[config.mk]
export PLATFORM = sky130hd
export DESIGN_NAME = button_router_n
export DESIGN_NICKNAME = d
export VERILOG_FILES = /design/src/rtl/button_router_n.sv
export SDC_FILE = /design/constraint.sdc
export NUM_CORES = 1
export LEC_CHECK = 0
export ABC_AREA = 1
export CAP_MARGIN = 20
export CELL_PAD_IN_SITES_DETAIL_PLACEMENT = 1
export CELL_PAD_IN_SITES_GLOBAL_PLACEMENT = 1
export CORE_MARGIN = 4
export CORE_UTILIZATION = 42
export DETAILED_ROUTE_END_ITERATION = 12
export HOLD_SLACK_MARGIN = 0.1
export PLACE_DENSITY_LB_ADDON = 0.1
export SYNTH_ARGS = -nofsm -noshare
export SYNTH_HDL_FRONTEND = slang
export SYNTH_SLANG_ARGS = --single-unit
[constraint.sdc]
create_clock -name clk -period 1.5 [get_ports clk]
set_input_delay 0.225 -clock clk [delete_from_list [all_inputs] [get_ports clk]]
set_output_delay 0.225 -clock clk [all_outputs]
set_load 0.01 [all_outputs]
[src/rtl/button_router_n.sv]
// Debounced multi-button router: synchronizes and debounces raw buttons, then emits
// press / long-press / auto-repeat pulses on the output lane selected by the mode latched at press time.
module button_router_n #(
  parameter int N_BTN         = 3,
  parameter int N_MODE        = 2,
  parameter int DB_CYCLES     = 100000,
  parameter int LONG_CYCLES   = 50000000,
  parameter int REPEAT_CYCLES = 10000000,
  localparam int MW           = (N_MODE > 1) ? $clog2(N_MODE) : 1
) (
  input  logic                      clk,
  input  logic                      rst,
  input  logic [MW-1:0]             mode,
  input  logic [N_BTN-1:0]          btn_in,
  output logic [N_BTN-1:0]          o_held,
  output logic [N_MODE*N_BTN-1:0]   o_press,
  output logic [N_MODE*N_BTN-1:0]   o_long
);

  localparam int DBW = $clog2(DB_CYCLES);
  localparam int LW  = $clog2(LONG_CYCLES);
  localparam int RW  = $clog2(REPEAT_CYCLES);

  localparam logic [DBW-1:0] DB_TERM   = DBW'(DB_CYCLES - 1);
  localparam logic [LW-1:0]  LONG_TERM = LW'(LONG_CYCLES - 1);
  localparam logic [RW-1:0]  REP_TERM  = RW'(REPEAT_CYCLES - 1);

  typedef enum logic [1:0] {
    S_IDLE   = 2'd0,
    S_HOLD   = 2'd1,
    S_REPEAT = 2'd2
  } state_t;

  for (genvar b = 0; b < N_BTN; b++) begin : g_ch
    logic              r_sync1;
    logic              r_sync2;
    logic              r_held;
    logic [DBW-1:0]    r_db_cnt;
    logic [LW-1:0]     r_hold_cnt;
    logic [LW-1:0]     w_hold_cnt_nxt;
    logic [RW-1:0]     r_rep_cnt;
    logic [RW-1:0]     w_rep_cnt_nxt;
    logic [MW-1:0]     r_mode;
    logic [MW-1:0]     w_mode_nxt;
    state_t            r_state;
    state_t            w_state_nxt;
    logic              w_press_ev;
    logic              w_long_ev;
    logic [N_MODE-1:0] w_press_vec;
    logic [N_MODE-1:0] w_long_vec;
    logic [N_MODE-1:0] r_press;
    logic [N_MODE-1:0] r_long;

    // Two-flop synchronizer feeding a stable-run debouncer; any agreeing sample restarts the run.
    always_ff @(posedge clk or negedge rst) begin
      if (!rst) begin
        r_sync1  <= 1'b0;
        r_sync2  <= 1'b0;
        r_held   <= 1'b0;
        r_db_cnt <= '0;
      end else begin
        // NOTE: non-blocking assignments let every flop sample the pre-edge value of its source.
        r_sync1 <= btn_in[b];
        r_sync2 <= r_sync1;
        if (r_sync2 != r_held) begin
          if (r_db_cnt == DB_TERM) begin
            r_held   <= ~r_held;
            r_db_cnt <= '0;
          end else begin
            r_db_cnt <= r_db_cnt + DBW'(1);
          end
        end else begin
          r_db_cnt <= '0;
        end
      end
    end

    always_ff @(posedge clk or negedge rst) begin
      if (!rst) begin
        r_state    <= S_IDLE;
        r_hold_cnt <= '0;
        r_rep_cnt  <= '0;
        r_mode     <= '0;
        r_press    <= '0;
        r_long     <= '0;
      end else begin
        r_state    <= w_state_nxt;
        r_hold_cnt <= w_hold_cnt_nxt;
        r_rep_cnt  <= w_rep_cnt_nxt;
        r_mode     <= w_mode_nxt;
        r_press    <= w_press_vec;
        r_long     <= w_long_vec;
      end
    end

    always_comb begin
      // NOTE: every output of this block gets a default first so no path can infer a latch.
      w_state_nxt    = r_state;
      w_hold_cnt_nxt = r_hold_cnt;
      w_rep_cnt_nxt  = r_rep_cnt;
      w_mode_nxt     = r_mode;
      w_press_ev     = 1'b0;
      w_long_ev      = 1'b0;
      unique case (r_state)
        S_IDLE: begin
          w_hold_cnt_nxt = '0;
          w_rep_cnt_nxt  = '0;
          if (r_held) begin
            w_state_nxt = S_HOLD;
            w_mode_nxt  = mode;
            w_press_ev  = 1'b1;
          end
        end
        S_HOLD: begin
          if (!r_held) begin
            w_state_nxt    = S_IDLE;
            w_hold_cnt_nxt = '0;
            w_rep_cnt_nxt  = '0;
          end else if (r_hold_cnt == LONG_TERM) begin
            w_state_nxt    = S_REPEAT;
            w_hold_cnt_nxt = '0;
            w_rep_cnt_nxt  = '0;
            w_long_ev      = 1'b1;
          end else begin
            w_hold_cnt_nxt = r_hold_cnt + LW'(1);
          end
        end
        S_REPEAT: begin
          if (!r_held) begin
            w_state_nxt    = S_IDLE;
            w_hold_cnt_nxt = '0;
            w_rep_cnt_nxt  = '0;
          end else if (r_rep_cnt == REP_TERM) begin
            w_rep_cnt_nxt = '0;
            w_press_ev    = 1'b1;
          end else begin
            w_rep_cnt_nxt = r_rep_cnt + RW'(1);
          end
        end
        default: begin
          w_state_nxt    = S_IDLE;
          w_hold_cnt_nxt = '0;
          w_rep_cnt_nxt  = '0;
        end
      endcase

      // Lane select uses the latched mode; an out-of-range mode matches no lane.
      w_press_vec = '0;
      w_long_vec  = '0;
      for (int m = 0; m < N_MODE; m++) begin
        w_press_vec[m] = w_press_ev && (w_mode_nxt == MW'(m));
        w_long_vec[m]  = w_long_ev  && (w_mode_nxt == MW'(m));
      end
    end

    assign o_held[b] = r_held;
    for (genvar m = 0; m < N_MODE; m++) begin : g_lane
      assign o_press[m*N_BTN+b] = r_press[m];
      assign o_long[m*N_BTN+b]  = r_long[m];
    end
  end

endmodule

Word level (Yosys, flattened, before mapping):

Cells that the tools add are included.

* multipliers: 0
* eq/ne operators: 27
* reductions and logical operators: 21
* bitwise gates (word level): 6
* div/mod/pow operators: 0
* mux-type cells: 75
* $lt $le $gt $ge: 0
* shift-type cells: 0
* add/sub/neg operators: 9

Operators with widths (number)
* two-way mux 24 bit: 12
* two-way mux 26 bit: 9
* case mux 26 bit (2 select lines): 3
* case mux 24 bit (2 select lines): 3
* two-way mux 17 bit: 6
* adder 26 x 1 -> 26 bit (second input constant): 3
* == test 26 bit (second input constant): 3
* adder 24 x 1 -> 24 bit (second input constant): 3
* == test 24 bit (second input constant): 3
* adder 17 x 1 -> 17 bit (second input constant): 3
* == test 17 bit (second input constant): 3
* two-way mux 1 bit: 24
* two-way mux 2 bit: 12
* case mux 2 bit (3 select lines): 3
* logical AND 1 bit: 12
* != test 2 bit (second input constant): 6
* != test 3 bit (second input constant): 3
* AND reduction 3 bit: 3
* == test 2 x 1 -> 1 bit (second input constant): 3
* == test 2 bit (second input constant): 3
* logical NOT 2 bit: 3
* inverter 1 bit: 6
* case mux 1 bit (2 select lines): 3
* AND reduction 2 bit: 3
* != test 1 bit: 3

* memory bits (writable): 0
* bits in read-only memories: 0
* output and inout bits: 15
* word-level logic and storage cells: 168
* bits of input ports: 6
* latch bits: 0
* memories kept: 0
* register bits: 231

Longest topological paths before layout:

* depth after elaboration: 5
* depth in mapped cells: 11

Worst setup path after synthesis:

OpenSTA, ideal clock, no wires.

* path type: flip-flop to flip-flop
* start point: register g_ch[0].r_rep_cnt[0]
* end point: register g_ch[0].r_rep_cnt[21]
* period minus slack after synthesis: 1.600 ns
* path buffers: 0
* data required time: 1.381 ns
* arrival: 1.481 ns
* cell stages (with the launch flop): 11
* library setup time: 0.119 ns
* setup slack: -0.100 ns
* cells stage by stage: dfrtp_1 -> ha_1 -> nand3_1 -> nor2_4 -> inv_1 -> nor2_1 -> nand2_1 -> nand2_1 -> nand2_1 -> nand2_1 -> nor2_1

* word-level cells in the longest chain between the ends: 4

RTL lines
* start, declared: RTL line 41 `logic [RW-1:0] r_rep_cnt;`
* start signal, assigned: RTL line 89 `r_rep_cnt <= w_rep_cnt_nxt;`
* adder 24 x 1 -> 24 bit or == test 24 bit (tied branches): RTL line 137, 133
* two-way mux 24 bit *: RTL line 133 `end else if (r_rep_cnt == REP_TERM) begin`
* two-way mux 24 bit *: RTL line 129 `if (!r_held) begin`
* case mux 24 bit (2 select lines) *: RTL line 104 `unique case (r_state)`

Mark *: on every way between the ends. The rest lies on a longest branch, timed or not.
A chain may end at the register's enable or synchronous reset.

Worst setup path after layout:

* start point: register g_ch[0].r_hold_cnt[1]
* end point: register g_ch[0].r_hold_cnt[20]

* word-level cells in the longest chain between the ends: 4

RTL lines
* start, declared: RTL line 39 `logic [LW-1:0] r_hold_cnt;`
* start signal, assigned: RTL line 88 `r_hold_cnt <= w_hold_cnt_nxt;`
* adder 26 x 1 -> 26 bit or == test 26 bit (tied branches): RTL line 125, 119
* two-way mux 26 bit *: RTL line 119 `end else if (r_hold_cnt == LONG_TERM) begin`
* two-way mux 26 bit *: RTL line 115 `if (!r_held) begin`
* case mux 26 bit (2 select lines) *: RTL line 104

Marked as above.

==> flow_metrics.env <==
export IMPL_instances_no_fill=2742
export IMPL_hp_class="input pin to async pin"
export IMPL_period_share_pct=138
export IMPL_rows=64
export IMPL_path_clk_slew_ps=80
export IMPL_fin_nets=2341
export IMPL_fill_cells=3524
export IMPL_h_tree_depth=1
export IMPL_vdd_drop_max_mv=0.980
export IMPL_grt_util_all_layers_pct=31.7
export IMPL_cap_violations=0
export IMPL_dpl_cell_area_um2=16300
export IMPL_drt_initial_drc_count=1806
export IMPL_synth_seq_cells=231
export IMPL_grt_ovfl_total=0
export IMPL_grt_max_degree=56
export IMPL_synth_avg_cell_area_um2=7.10
export IMPL_grt_pass1_wl_um=88700
export IMPL_synth_commonest_cells="nand2_1 (467), nor2_1 (379), dfrtp_1 (231)"
export IMPL_slowest_stage="dfrtp_1"
export IMPL_dp_cells=2567
export IMPL_r2r_end="g_ch[0].r_hold_cnt[20]$_DFFE_PN0P_"
export IMPL_cp_top_family="simple AND/OR/NAND/NOR gates"
export IMPL_yosys_mux_area_fraction_pct=0
export IMPL_failed_checks="setup timing"
export IMPL_synthArstFlopShare_pct=100
export IMPL_antenna_found_initial=1
export IMPL_cts_tree="built"
export IMPL_synth_area_um2=13300
export IMPL_synth_largest_area_cell="dfrtp_1"
export IMPL_vias=17406
export IMPL_total_leakage_power_nw=9.51
export IMPL_synth_fa_ha_area_share_pct=0.847
export IMPL_synth_nets=1887
export IMPL_synth_xor_area_share_pct=4.08
export IMPL_antenna_cells=0
export IMPL_required_ps=1940
export IMPL_synthSimpleGateAreaFrac_pct=38.6
export IMPL_drive_gt1_share_pct=44.1
export IMPL_io_pins=21
export IMPL_wl_per_cell_um=28.5
export IMPL_reg2reg_depth=10
export IMPL_cp_slowest_stage_delay_ps=400
export IMPL_finalHoldViolCount=0
export IMPL_place_gp_congestion=0.877
export IMPL_worstSetupPathType="flip-flop to flip-flop"
export IMPL_yosysMostFrequentCell="nand2_1"
export IMPL_cp_start_kind="flip-flop"
export IMPL_die_x_um=186
export IMPL_fin_skew_ps=23.5
export IMPL_area_growth_pct=61.2
export IMPL_cts_sinks=231
export IMPL_status="complete, but fails checks"
export IMPL_rsz0062_at_grt="yes"
export IMPL_synth_edff_count=0
export IMPL_synth_top_family_by_area="simple AND/OR/NAND/NOR gates"
export IMPL_total_power_w=0.0145
export IMPL_core_area_um2=30900
export IMPL_clockRootBuffer="clkbuf_16"
export IMPL_setup_violations=201
export IMPL_crit_path_cell_trace="ha_2 -> nand2_2 -> inv_2 -> buf_6 -> nand3_4 -> nor2_4 -> buf_6 -> nand4_1 -> nor2_2 -> nor2_4"
export IMPL_yosys_top_cells_area="dfrtp_1 (43%), nand2_1 (13%), nor2_1 (11%)"
export IMPL_cp_num_buf_inv=3
export IMPL_rrSetupSlack_ps=-570
export IMPL_initial_core_util_pct=43.0
export IMPL_synth_distinct_cells=43
export IMPL_synth_ff_type="dfrtp_1"
export IMPL_drc=0
export IMPL_worst_slack_ps=-572
export IMPL_arrival_ps=2510
export IMPL_max_slew_margin_pct=64.3
export IMPL_pre_cts_slack_ps=-217
export IMPL_die_h_um=186
export IMPL_avgViaCountPerCell=6.35
export IMPL_clkLatencyLatePin_ps=580
export IMPL_final_area_um2=21400
export IMPL_routed_wl_um=78200
export IMPL_powerDensity_nw_per_um2=677
export IMPL_postRouteAntennaNets=0
export IMPL_fmax_mhz=483
export IMPL_synth_compound_area_share_pct=5.11
export IMPL_crit_path_end_kind="flip-flop"
export IMPL_clk_path_buf_depth=3
export IMPL_first_global_vias=16785
export IMPL_hpwlAfterDp_um=32100
export IMPL_synth_top_cell_area_share_pct=43.5
export IMPL_tightest_slew_ps=534
export IMPL_r2r_start="g_ch[0].r_hold_cnt[1]$_DFFE_PN0P_"
export IMPL_dieArea_um2=34600
export IMPL_dr_pass1_iters=5
export IMPL_min_period_ps=2070
export IMPL_seq_area_frac_synth_pct=43.5
export IMPL_io_buffers=20
export IMPL_slew_viol_final=0
export IMPL_cp_max_fo=3
export IMPL_numCtsBuffers=29
export IMPL_synthCells=1872
export IMPL_synth_warnings=0
==> per-layer routing <==
layer / track usage [%] / wire length, um
met5: 0 / 14
met4: 11.8 / 6510
met3: 4.28 / 6550
met2: 56.5 / 37500
met1: 39.2 / 27600
==> through the flow <==
stage	hold WS, ps	util [%]	TNS, ps
2_1_floorplan	-70.6	-	0
3_3_place_gp	121	52.6	-6370
3_5_place_dp	125	52.6	-13980
4_1_cts	103	61.8	-8460
5_1_grt	129	69.3	-59100
6_report	116	69.3	-50560
==> state kept, by name, summed over array words and instances, names as in the netlist <==
register and count:
g_ch.r_state 6, g_ch.r_sync1 3, g_ch.r_rep_cnt 72, g_ch.r_mode 3
g_ch.r_sync2 3, g_ch.r_db_cnt 51, g_ch.r_long 6, g_ch.r_hold_cnt 78
g_ch.r_press 6, g_ch.r_held 3
==> worst max path at each step <==
stage | from | end | slack [ps] | depth (start not counted)
floorplan | g_ch[2].r_hold_cnt[0]$_DFFE_PN0P_ | g_ch[2].r_rep_cnt[19]$_DFFE_PN0P_ | 0.6 | 11
global placement | g_ch[1].r_hold_cnt[1]$_DFFE_PN0P_ | g_ch[1].r_hold_cnt[13]$_DFFE_PN0P_ | -150 | 9
detailed placement | g_ch[2].r_hold_cnt[0]$_DFFE_PN0P_ | g_ch[2].r_hold_cnt[16]$_DFFE_PN0P_ | -220 | 10
CTS | g_ch[2].r_hold_cnt[0]$_DFFE_PN0P_ | g_ch[2].r_hold_cnt[25]$_DFFE_PN0P_ | -160 | 11
global route | g_ch[0].r_hold_cnt[1]$_DFFE_PN0P_ | g_ch[0].r_hold_cnt[20]$_DFFE_PN0P_ | -570 | 10
finish | g_ch[0].r_hold_cnt[1]$_DFFE_PN0P_ | g_ch[0].r_hold_cnt[20]$_DFFE_PN0P_ | -570 | 10
==> power breakdown <==
part | internal (W) | switching, W
clock | 0.00459 | 0.00329
sequential | 0.00625 | 0.0000325
combinational | 0.000101 | 0.000231
==> layout by cell type (no fill, tap or decap), types with 21 or more instances in the layout <==
master     Yosys  final
a21oi_1       53     32
nor2_4         4     69
dfrtp_1      231    210
nand3_1      143     81
nor2_1       379    246
xor2_1        56     49
nand4_1       90     90
nand2_1      467    315
buf_4          8    334
clkbuf_16      0     31
buf_6          7     55
nand3_4        0     25
inv_1        217    183
nor3_2         1     23
nand2_2        6    105
nor2_2         9     77
o21ai_2        0     37
nand2_4        3     49
nor3_1        52     23
dfrtp_2        0     21
buf_12         0     22
inv_2          5     32
nand3_2        1     38
==> worst reg2reg max path, cell delays in order, from the launching register on <==
cell,delay (ps)
dfrtp_1,400
ha_2,240
nand2_2,100
inv_2,100
buf_6,100
nand3_4,90
nor2_4,150
buf_6,110
nand4_1,170
nor2_2,370
nor2_4,110
==> cell families (layout without fill, tap and decap cells) <==
kind of cell	after synthesis	after routing
AND/OR/NAND/NOR	1185	1187
XOR/XNOR	62	62
buffers and inverters	256	728
adder cells (fa/ha/maj)	9	9
flip-flops	231	231
AO/OA/AOI/OAI	129	129
==> cell type report <==
cell class | count | area, um2 | area share [%]
flip-flops and latches | 231 | 5810 | 27.1
repair buffers | 449 | 4150 | 19.3
clock buffers | 37 | 796 | 3.71
clock inverters | 14 | 206 | 0.963
multi-input cells | 1387 | 9050 | 42.2
repair inverters | 2 | 20.0 | 0.0934
well taps | 396 | 495 | 2.31
inverters | 226 | 906 | 4.23
==> timing repair <==
| item | 4_1_cts | 5_1_grt |
|---|---|---|
| endpoints found under the setup margin | 201 | 216 |
| hold buffers | 2 | 0 |
| cloned | 13 | 4 |
| setup buffers | 55 | 69 |
| hold endpoints to repair | 232 | 0 |
| pin swaps | 71 | 158 |
| gates resized for setup | 355 | 521 |
No activity file was read; power rests on OpenSTA's default activity.
